$ cat config.mk
export PLATFORM = sky130hd
export DESIGN_NAME = serial_pattern_source_flat
export DESIGN_NICKNAME = d
export VERILOG_FILES = /design/src/rtl/serial_pattern_source_if.sv /design/src/rtl/serial_pattern_source.sv /design/src/flat_wrapper.sv
export SDC_FILE = /design/constraint.sdc
export NUM_CORES = 1
export LEC_CHECK = 0
export CORE_UTILIZATION = 25
export CTS_BUF_LIST = sky130_fd_sc_hd__clkbuf_16
export CTS_CLUSTER_SIZE = 24
export DETAILED_ROUTE_END_ITERATION = 16
export GPL_ROUTABILITY_DRIVEN = 0
export PLACE_DENSITY = 0.5
export SLEW_MARGIN = 10
export SYNTH_ARGS = -nofsm -noshare
export SYNTH_HDL_FRONTEND = slang
export SYNTH_SLANG_ARGS = --single-unit
export TNS_END_PERCENT = 10
$ cat constraint.sdc
create_clock -name clk -period 2.81 [get_ports clk]
set_input_delay 0.562 -clock clk [delete_from_list [all_inputs] [get_ports clk]]
set_output_delay 0.562 -clock clk [all_outputs]
set_load 0.01 [all_outputs]
$ cat src/rtl/serial_pattern_source_if.sv
`default_nettype none
//============================================================================
// Module      : serial_pattern_source_if
// Description : Serial output bundle of serial_pattern_source. The master
//               (pattern source) drives the serial bit, its qualifiers and
//               the run/debug status. The slave (for example a downstream
//               sequence detector) only observes these signals.
// Revision    : 1.0 - initial release
//============================================================================
interface serial_pattern_source_if;
    logic       data_out;
    logic       data_valid;
    logic       bit_strobe;
    logic       busy;
    logic       done;
    logic [1:0] state_out;

    modport master (
        output data_out,
        output data_valid,
        output bit_strobe,
        output busy,
        output done,
        output state_out
    );

    modport slave (
        input  data_out,
        input  data_valid,
        input  bit_strobe,
        input  busy,
        input  done,
        input  state_out
    );
endinterface
`default_nettype wire

$ cat src/rtl/serial_pattern_source.sv
`default_nettype none
//============================================================================
// Module      : serial_pattern_source
// Description : Push-button triggered serial pattern generator. A
//               debounced press of go_btn loads pattern_in and shifts it
//               out MSB first, one bit every TICK_DIV clocks, followed by a
//               one-cycle done pulse.
// Revision    : 1.0 - initial release
//============================================================================
module serial_pattern_source #(
    parameter int WIDTH           = 8,
    parameter int TICK_DIV        = 25_000_000,
    parameter int DEBOUNCE_CYCLES = 500_000
) (
    input  wire logic             clk,
    input  wire logic             reset_n,
    input  wire logic             go_btn,
    input  wire logic [WIDTH-1:0] pattern_in,
    serial_pattern_source_if.master o_ser
);

    localparam int c_TICK_W = (TICK_DIV > 1) ? $clog2(TICK_DIV) : 1;
    localparam int c_DB_W   = $clog2(DEBOUNCE_CYCLES);
    localparam int c_BIT_W  = $clog2(WIDTH + 1);

    localparam logic [c_TICK_W-1:0] c_TICK_LAST = c_TICK_W'(TICK_DIV - 1);
    localparam logic [c_DB_W-1:0]   c_DB_LAST   = c_DB_W'(DEBOUNCE_CYCLES - 1);
    localparam logic [c_BIT_W-1:0]  c_BITS      = c_BIT_W'(WIDTH);

    typedef enum logic [1:0] {
        S_IDLE  = 2'd0,
        S_LOAD  = 2'd1,
        S_SHIFT = 2'd2,
        S_DONE  = 2'd3
    } state_t;

    state_t                r_state;
    state_t                w_state_nxt;

    logic [1:0]            r_sync;
    logic [1:0]            r_fill;
    logic                  r_db_level;
    logic [c_DB_W-1:0]     r_db_cnt;
    logic                  r_db_prev;
    logic [c_DB_W-1:0]     r_rel_cnt;
    logic                  r_armed;
    logic                  w_go_pulse;

    logic [c_TICK_W-1:0]   r_tick;
    logic [c_BIT_W-1:0]    r_bit_cnt;
    logic [WIDTH-1:0]      r_shift;
    logic                  w_tick_last;

    // Two-flop synchronizer for the raw button; r_fill marks when the
    // synchronizer output reflects the real pin rather than its reset value.
    always_ff @(posedge clk or negedge reset_n) begin
        if (!reset_n) begin
            r_sync <= 2'b00;
            r_fill <= 2'b00;
        end else begin
            r_sync <= {r_sync[0], go_btn};
            r_fill <= {r_fill[0], 1'b1};
        end
    end

    // Debouncer: the level flips only after DEBOUNCE_CYCLES consecutive
    // disagreeing samples; any agreeing sample restarts the count.
    always_ff @(posedge clk or negedge reset_n) begin
        if (!reset_n) begin
            r_db_level <= 1'b0;
            r_db_cnt   <= '0;
        end else if (r_sync[1] == r_db_level) begin
            r_db_cnt   <= '0;
        end else if (r_db_cnt == c_DB_LAST) begin
            r_db_level <= ~r_db_level;
            r_db_cnt   <= '0;
        end else begin
            r_db_cnt   <= r_db_cnt + c_DB_W'(1);
        end
    end

    // Edge detect plus arming: after reset a press is only honoured once the
    // button has been seen released for a full debounce period, so a button
    // held through reset release never starts a run.
    always_ff @(posedge clk or negedge reset_n) begin
        if (!reset_n) begin
            r_db_prev <= 1'b0;
            r_rel_cnt <= '0;
            r_armed   <= 1'b0;
        end else begin
            r_db_prev <= r_db_level;
            if (!r_fill[1] || r_sync[1]) begin
                r_rel_cnt <= '0;
            end else if (r_rel_cnt == c_DB_LAST) begin
                r_armed   <= 1'b1;
            end else begin
                r_rel_cnt <= r_rel_cnt + c_DB_W'(1);
            end
        end
    end

    assign w_go_pulse  = r_db_level & ~r_db_prev & r_armed;
    assign w_tick_last = (r_tick == c_TICK_LAST);

    // FSM state register.
    always_ff @(posedge clk or negedge reset_n) begin
        if (!reset_n) begin
            r_state <= S_IDLE;
        end else begin
            r_state <= w_state_nxt;
        end
    end

    // FSM next state; go_pulse outside IDLE is simply dropped.
    always_comb begin
        w_state_nxt = r_state;
        case (r_state)
            S_IDLE:  if (w_go_pulse) w_state_nxt = S_LOAD;
            S_LOAD:  w_state_nxt = S_SHIFT;
            S_SHIFT: if (w_tick_last && (r_bit_cnt == c_BIT_W'(1))) w_state_nxt = S_DONE;
            S_DONE:  w_state_nxt = S_IDLE;
            default: w_state_nxt = S_IDLE;
        endcase
    end

    // Datapath: pattern capture in LOAD, bit timing and shifting in SHIFT.
    always_ff @(posedge clk or negedge reset_n) begin
        if (!reset_n) begin
            r_tick    <= '0;
            r_bit_cnt <= '0;
            r_shift   <= '0;
        end else begin
            case (r_state)
                S_LOAD: begin
                    r_shift   <= pattern_in;
                    r_tick    <= '0;
                    r_bit_cnt <= c_BITS;
                end
                S_SHIFT: begin
                    if (w_tick_last) begin
                        r_tick    <= '0;
                        r_shift   <= {r_shift[WIDTH-2:0], 1'b0};
                        r_bit_cnt <= r_bit_cnt - c_BIT_W'(1);
                    end else begin
                        r_tick    <= r_tick + c_TICK_W'(1);
                    end
                end
                default: begin
                    r_tick    <= r_tick;
                    r_bit_cnt <= r_bit_cnt;
                    r_shift   <= r_shift;
                end
            endcase
        end
    end

    // Outputs are decoded purely from registered state.
    assign o_ser.data_out   = (r_state == S_SHIFT) & r_shift[WIDTH-1];
    assign o_ser.data_valid = (r_state == S_SHIFT);
    assign o_ser.bit_strobe = (r_state == S_SHIFT) & (r_tick == '0);
    assign o_ser.busy       = (r_state != S_IDLE);
    assign o_ser.done       = (r_state == S_DONE);
    assign o_ser.state_out  = r_state;

endmodule
`default_nettype wire
$ cat src/flat_wrapper.sv
// flat-port wrapper written by rule: the top's interface ports become plain ports
module serial_pattern_source_flat 
#(
    parameter int WIDTH           = 8,
    parameter int TICK_DIV        = 25_000_000,
    parameter int DEBOUNCE_CYCLES = 500_000
)
  (clk, reset_n, go_btn, pattern_in, o_ser_data_out, o_ser_data_valid, o_ser_bit_strobe, o_ser_busy, o_ser_done, o_ser_state_out);
  serial_pattern_source_if o_ser_i ();
  input  wire logic clk;
  input  wire logic reset_n;
  input  wire logic go_btn;
  input  wire logic [WIDTH-1:0] pattern_in;
  output wire logic [$bits(o_ser_i.data_out)-1:0] o_ser_data_out;
  output wire logic [$bits(o_ser_i.data_valid)-1:0] o_ser_data_valid;
  output wire logic [$bits(o_ser_i.bit_strobe)-1:0] o_ser_bit_strobe;
  output wire logic [$bits(o_ser_i.busy)-1:0] o_ser_busy;
  output wire logic [$bits(o_ser_i.done)-1:0] o_ser_done;
  output wire logic [$bits(o_ser_i.state_out)-1:0] o_ser_state_out;
  assign o_ser_data_out = o_ser_i.data_out;
  assign o_ser_data_valid = o_ser_i.data_valid;
  assign o_ser_bit_strobe = o_ser_i.bit_strobe;
  assign o_ser_busy = o_ser_i.busy;
  assign o_ser_done = o_ser_i.done;
  assign o_ser_state_out = o_ser_i.state_out;
  serial_pattern_source #(.WIDTH(WIDTH), .TICK_DIV(TICK_DIV), .DEBOUNCE_CYCLES(DEBOUNCE_CYCLES)) u_core (.clk(clk), .reset_n(reset_n), .go_btn(go_btn), .pattern_in(pattern_in), .o_ser(o_ser_i));
endmodule
# Word-level counts from Yosys, hierarchy flattened
# Cells that the tools add are included.
# totals
register_bits	84
in_bits	11
word_cells	59
# op_classes
n_addsub	4
n_eq_ne	12
mux	13
n_bitwise	8
reduce_logical	11
# op_table
op	n
19-bit two-way mux	4
25-bit one-hot mux with 2 select lines	1
19-bit by 1-bit adder with 19-bit output, second input constant	2
19-bit equality test, second input constant	2
25-bit by 1-bit adder with 25-bit output, second input constant	1
25-bit equality test, second input constant	1
25-bit logical NOT	1
25-bit two-way mux	1
8-bit one-hot mux with 2 select lines	1
8-bit two-way mux	1
2-bit by 1-bit inequality test with 1-bit output, second input constant	4
2-bit one-hot mux with 4 select lines	1
4-bit one-hot mux with 2 select lines	1
2-bit AND reduction	4
1-bit bitwise AND	4
2-bit equality test, second input constant	2
4-bit by 1-bit equality test with 1-bit output, second input constant	1
2-bit two-way mux	2
4-bit two-way mux	1
1-bit NOT	4
2-bit nonzero test	2
4-bit by 1-bit subtractor with 4-bit output, second input constant	1
2-bit by 1-bit equality test with 1-bit output, second input constant	1
2-bit logical NOT	1
4 further kinds	4

# Longest topological paths before layout
# depth
depth_word	5
depth_mapped	8

# Worst setup path before layout
# Ideal clock, no wire load.
# synth_timing
path_kind	register to register
from	register u_core.r_state[0], in the netlist u_core.o_ser.state_out[0]
to	register u_core.r_tick[19]
setup_ps	82
t_arrival_ps	2058
path_slack_ps	670
stages_incl_launch_ff	9
path_buffers	2
period_less_slack_ps	2140
path_cell_list	dfrtp_1 -> inv_1 -> ha_1 -> and4_1 -> buf_2 -> nand2_1 -> clkbuf_1 -> or4_4 -> a22oi_2
# synth_via
elab_chain_len	2
# synth_rtl
element	line_no	source
from (decl)	serial_pattern_source.sv:37	state_t r_state;
from (signal assigned)	serial_pattern_source.sv:110	r_state <= w_state_nxt;
2-bit equality test / 2-bit by 1-bit equality test with 1-bit output (equally long branches)	serial_pattern_source.sv:133	case (r_state)
25-bit one-hot mux with 2 select lines / 2-bit nonzero test (equally long branches)	n/a	
to (signal assigned)	serial_pattern_source.sv:145	r_tick <= r_tick + c_TICK_W'(1);
to (signal assigned)	serial_pattern_source.sv:149	r_tick <= r_tick;
to (decl)	serial_pattern_source.sv:49	logic [c_TICK_W-1:0] r_tick;
# Several ways; a longest one is shown, not always the timed one.
# A chain may end at the register's enable or synchronous reset.

# Worst setup path after layout
# layout_timing
from	register u_core.r_state[0], in the netlist u_core.o_ser.state_out[0]
to	output port o_ser_data_out
# layout_via
elab_chain_len	2
# layout_rtl
element	line_no	source
2-bit equality test	serial_pattern_source.sv:158	assign o_ser.data_out = (r_state == S_SHIFT) & r_shift[WIDTH-1];
1-bit bitwise AND	serial_pattern_source.sv:158	
to (decl)	flat_wrapper.sv:14	output wire logic [$bits(o_ser_i.data_out)-1:0] o_ser_data_out;
# No other way between the ends.

==> flow_metrics.env <==
export IMPL_start_kind="flop"
export IMPL_drive_gt1_frac=0.0718
export IMPL_synth_seq_cells=84
export IMPL_synth_distinct_cells=51
export IMPL_grt_max_degree=48
export IMPL_endpoint="o_ser_data_out"
export IMPL_route_detailed_drc=0
export IMPL_cp_max_fo=36
export IMPL_power_density_nw_per_um2=486
export IMPL_seq_area_frac_synth=0.445
export IMPL_rows=49
export IMPL_timing_rr_start="u_core.o_ser.state_out[0]"
export IMPL_period_needed_ps=2660
export IMPL_antenna_cells=0
export IMPL_crit_arrival_ps=2100
export IMPL_dp_hpwl_um=7410
export IMPL_r2r_end="u_core.r_tick[21]"
export IMPL_worst_ir_drop_vdd_mv=0.287
export IMPL_fin_tns_setup_ps=0
export IMPL_worstSetupEndpointType="output pin"
export IMPL_die_y_um=139
export IMPL_yosysTopAreaCell="dfrtp_1"
export IMPL_drt_wirelength_per_cell_um=14.7
export IMPL_top_level_ports=18
export IMPL_cts_tree="done"
export IMPL_r2r_cells=6
export IMPL_syn_nets=524
export IMPL_die_w_um=139
export IMPL_timing_critical_path_from="u_core.o_ser.state_out[0]"
export IMPL_synthArstFlopShare=1.00
export IMPL_syn_instance_count=502
export IMPL_synth_edf_count=0
export IMPL_totalWireLength_um=10900
export IMPL_grt_pass1_wl_um=18900
export IMPL_vias=3843
export IMPL_post_synth_main_area_contributors="dfrtp_1 44%, nand3_1 3.6%, ha_1 2.9%"
export IMPL_fmax_mhz=376
export IMPL_cts_made_buffers=9
export IMPL_cpMaxStageDelayCell="clkdlybuf4s50_1"
export IMPL_root_buffer="clkbuf_16"
export IMPL_placement_cell_area_sq_um=5120
export IMPL_leakagePower_nw=2.12
export IMPL_firstDrtPassIters=4
export IMPL_status="complete, no violations"
export IMPL_syn_area_per_cell_sq_um=9.41
export IMPL_drt_iter0_markers=226
export IMPL_layout_nets=532
export IMPL_fin_crit_sh=0.946
export IMPL_slew_headroom=0.545
export IMPL_synth_top_cell_area_share=0.445
export IMPL_whs_ps=176
export IMPL_finClkSkew_ps=4.67
export IMPL_fin_util=0.299
export IMPL_hold_viol=0
export IMPL_cts_sinks=84
export IMPL_finalSetupViolCount=0
export IMPL_start_util=0.259
export IMPL_htreeDepth=3
export IMPL_syn_area_sq_um=4720
export IMPL_drv_slew=0
export IMPL_path_cells="inv_1 > ha_1 > buf_6 > and2_1 > clkdlybuf4s50_1"
export IMPL_grt_pass1_vias=3868
export IMPL_synth_main_ff_cell="dfrtp_1"
export IMPL_grt_usage=0.120
export IMPL_critPathMaxStageDelay_ps=530
export IMPL_rsz0062_at_grt="false"
export IMPL_overflow=0
export IMPL_r2r_slack_ps=360
export IMPL_clk_pin_slew_worst_paths_ps=60
export IMPL_viasPerCell=5.17
export IMPL_crit_required_ps=2250
export IMPL_grt_antenna_before_repair=0
export IMPL_cp_depth=5
export IMPL_maxCapViolations=0
export IMPL_io_buffers=17
export IMPL_dieArea_sq_um=19500
export IMPL_clockBufferDepth=2
export IMPL_areaGrowthSynthToFinish_pct=15.6
export IMPL_postRouteAntennaNets=0
export IMPL_synth_warnings=0
export IMPL_crit_family="buffers and inverters"
export IMPL_final_area_sq_um=5460
export IMPL_clk_latency_ps=350
export IMPL_hp_class="input port to asynchronous set/reset pin"
export IMPL_worst_setup_path_type="flop to output pin"
export IMPL_core_area_sq_um=18300
export IMPL_tightest_slew_ps=682
export IMPL_critPathBufInv=3
-- worst min-delay path by stage --
stage / start / endpoint / cells after the start
floorplan: reset_n / u_core.o_ser.state_out[0] / 0
global placement: u_core.r_fill[0] / u_core.r_fill[1] / 0
detailed placement: u_core.r_fill[0] / u_core.r_fill[1] / 0
CTS: reset_n / u_core.r_db_cnt[13] / 1
global route: reset_n / u_core.r_db_cnt[13] / 1
finish: reset_n / u_core.r_db_cnt[13] / 1
-- where the power goes --
group	switching, W	internal, W	total, W
clock network	0.000497	0.000866	0.00136
logic	0.0000421	0.0000222	0.0000643
registers	0.00000648	0.00122	0.00122
total	0.000546	0.00211	0.00265
-- Yosys cell counts, types with 5 or more instances --
master,count
a211oi_1,7
a21oi_1,19
a22oi_1,10
a31oi_1,8
and2_1,7
and3_1,5
and4_1,11
buf_2,6
clkbuf_1,18
dfrtp_1,84
ha_1,11
inv_1,16
nand2_1,36
nand2b_1,5
nand3_1,34
nand4_1,20
nor2_1,29
nor2b_1,9
nor3_1,11
nor4_1,8
o21ai_0,24
o2bb2ai_1,6
o31ai_1,15
or3_1,14
or4_1,16
xnor2_1,12
xor2_1,15
-- cells by family after synthesis --
family                     after synthesis  share of synthesized area
and+or+nand+nor                        220                      0.264
xor gates and xnor gates                27                     0.0501
adders and majority gates               11                     0.0291
other                                    1                   0.000794
AOI/OAI and AO/OA                      109                      0.157
DFF                                     84                      0.445
muxes                                    7                     0.0156
buffers and inverters                   43                     0.0392
-- cell type report --
| type | instances | area, sq um |
|---|---|---|
| Clock buffer | 9 | 225 |
| Clock inverter | 7 | 114 |
| Fill cell | 1878 | 12800 |
| Inverter | 16 | 60.1 |
| Multi-Input combinational cell | 375 | 2440 |
| Sequential cell | 84 | 2100 |
| Tap cell | 229 | 287 |
| Timing Repair Buffer | 24 | 235 |
-- per-layer routing --
| metal | GRT usage | up-vias | part of all wire |
|---|---|---|---|
| li1 | - | 1894 | - |
| met1 | 0.154 | 1883 | 0.48 |
| met2 | 0.191 | 52 | 0.47 |
| met3 | 0.0217 | 14 | 0.027 |
| met4 | 0.0637 | 0 | 0.021 |
| met5 | 0 | - | 0 |
-- repair_timing --
item / CTS / global route
hold buffers: 0 / 0
hold endpoints to repair: 0 / 0
gates resized for setup: 1 / 1
setup buffers: 0 / 0
setup endpoints to repair: 1 / 1
-- cells in the final DEF (no fill, tap or decap), types with 5 or more instances in the layout --
cell and n:
clkdlybuf4s50_1 15, xor2_1 15, and3_1 5, nor2_1 29, o21ai_0 24, buf_4 6
a22oi_1 10, and4_1 11, a31oi_1 8, nor4_1 8, and2_1 7, inv_1 16
ha_1 11, o31ai_1 15, or3_1 14, a21oi_1 19, nor2b_1 9, nand2_1 36
a211oi_1 7, xnor2_1 12, nand2b_1 5, dfrtp_1 84, clkbuf_16 9, nor3_1 11
nand4_1 20, o2bb2ai_1 6, nand3_1 34, or4_1 16
-- stage by stage --
stage               total power (W)  std cells  worst slack, ps
finish                      0.00265        744              151
global route                0.00274        744             13.6
CTS                         0.00269        744             49.1
detailed placement          0.00131        728              366
global placement            0.00131        728              359
floorplan                   0.00127        502              670
-- state kept, by name, indices dropped and copies added (netlist names) --
| name | cells |
|---|---|
| u_core.r_sync | 2 |
| u_core.o_ser.state_out | 2 |
| u_core.r_shift | 8 |
| u_core.r_rel_cnt | 19 |
| u_core.r_db_level | 1 |
| u_core.r_bit_cnt | 4 |
| u_core.r_db_cnt | 19 |
| u_core.r_tick | 25 |
| u_core.r_fill | 2 |
| u_core.r_db_prev | 1 |
| u_core.r_armed | 1 |
No activity file was read; power rests on OpenSTA's default activity.
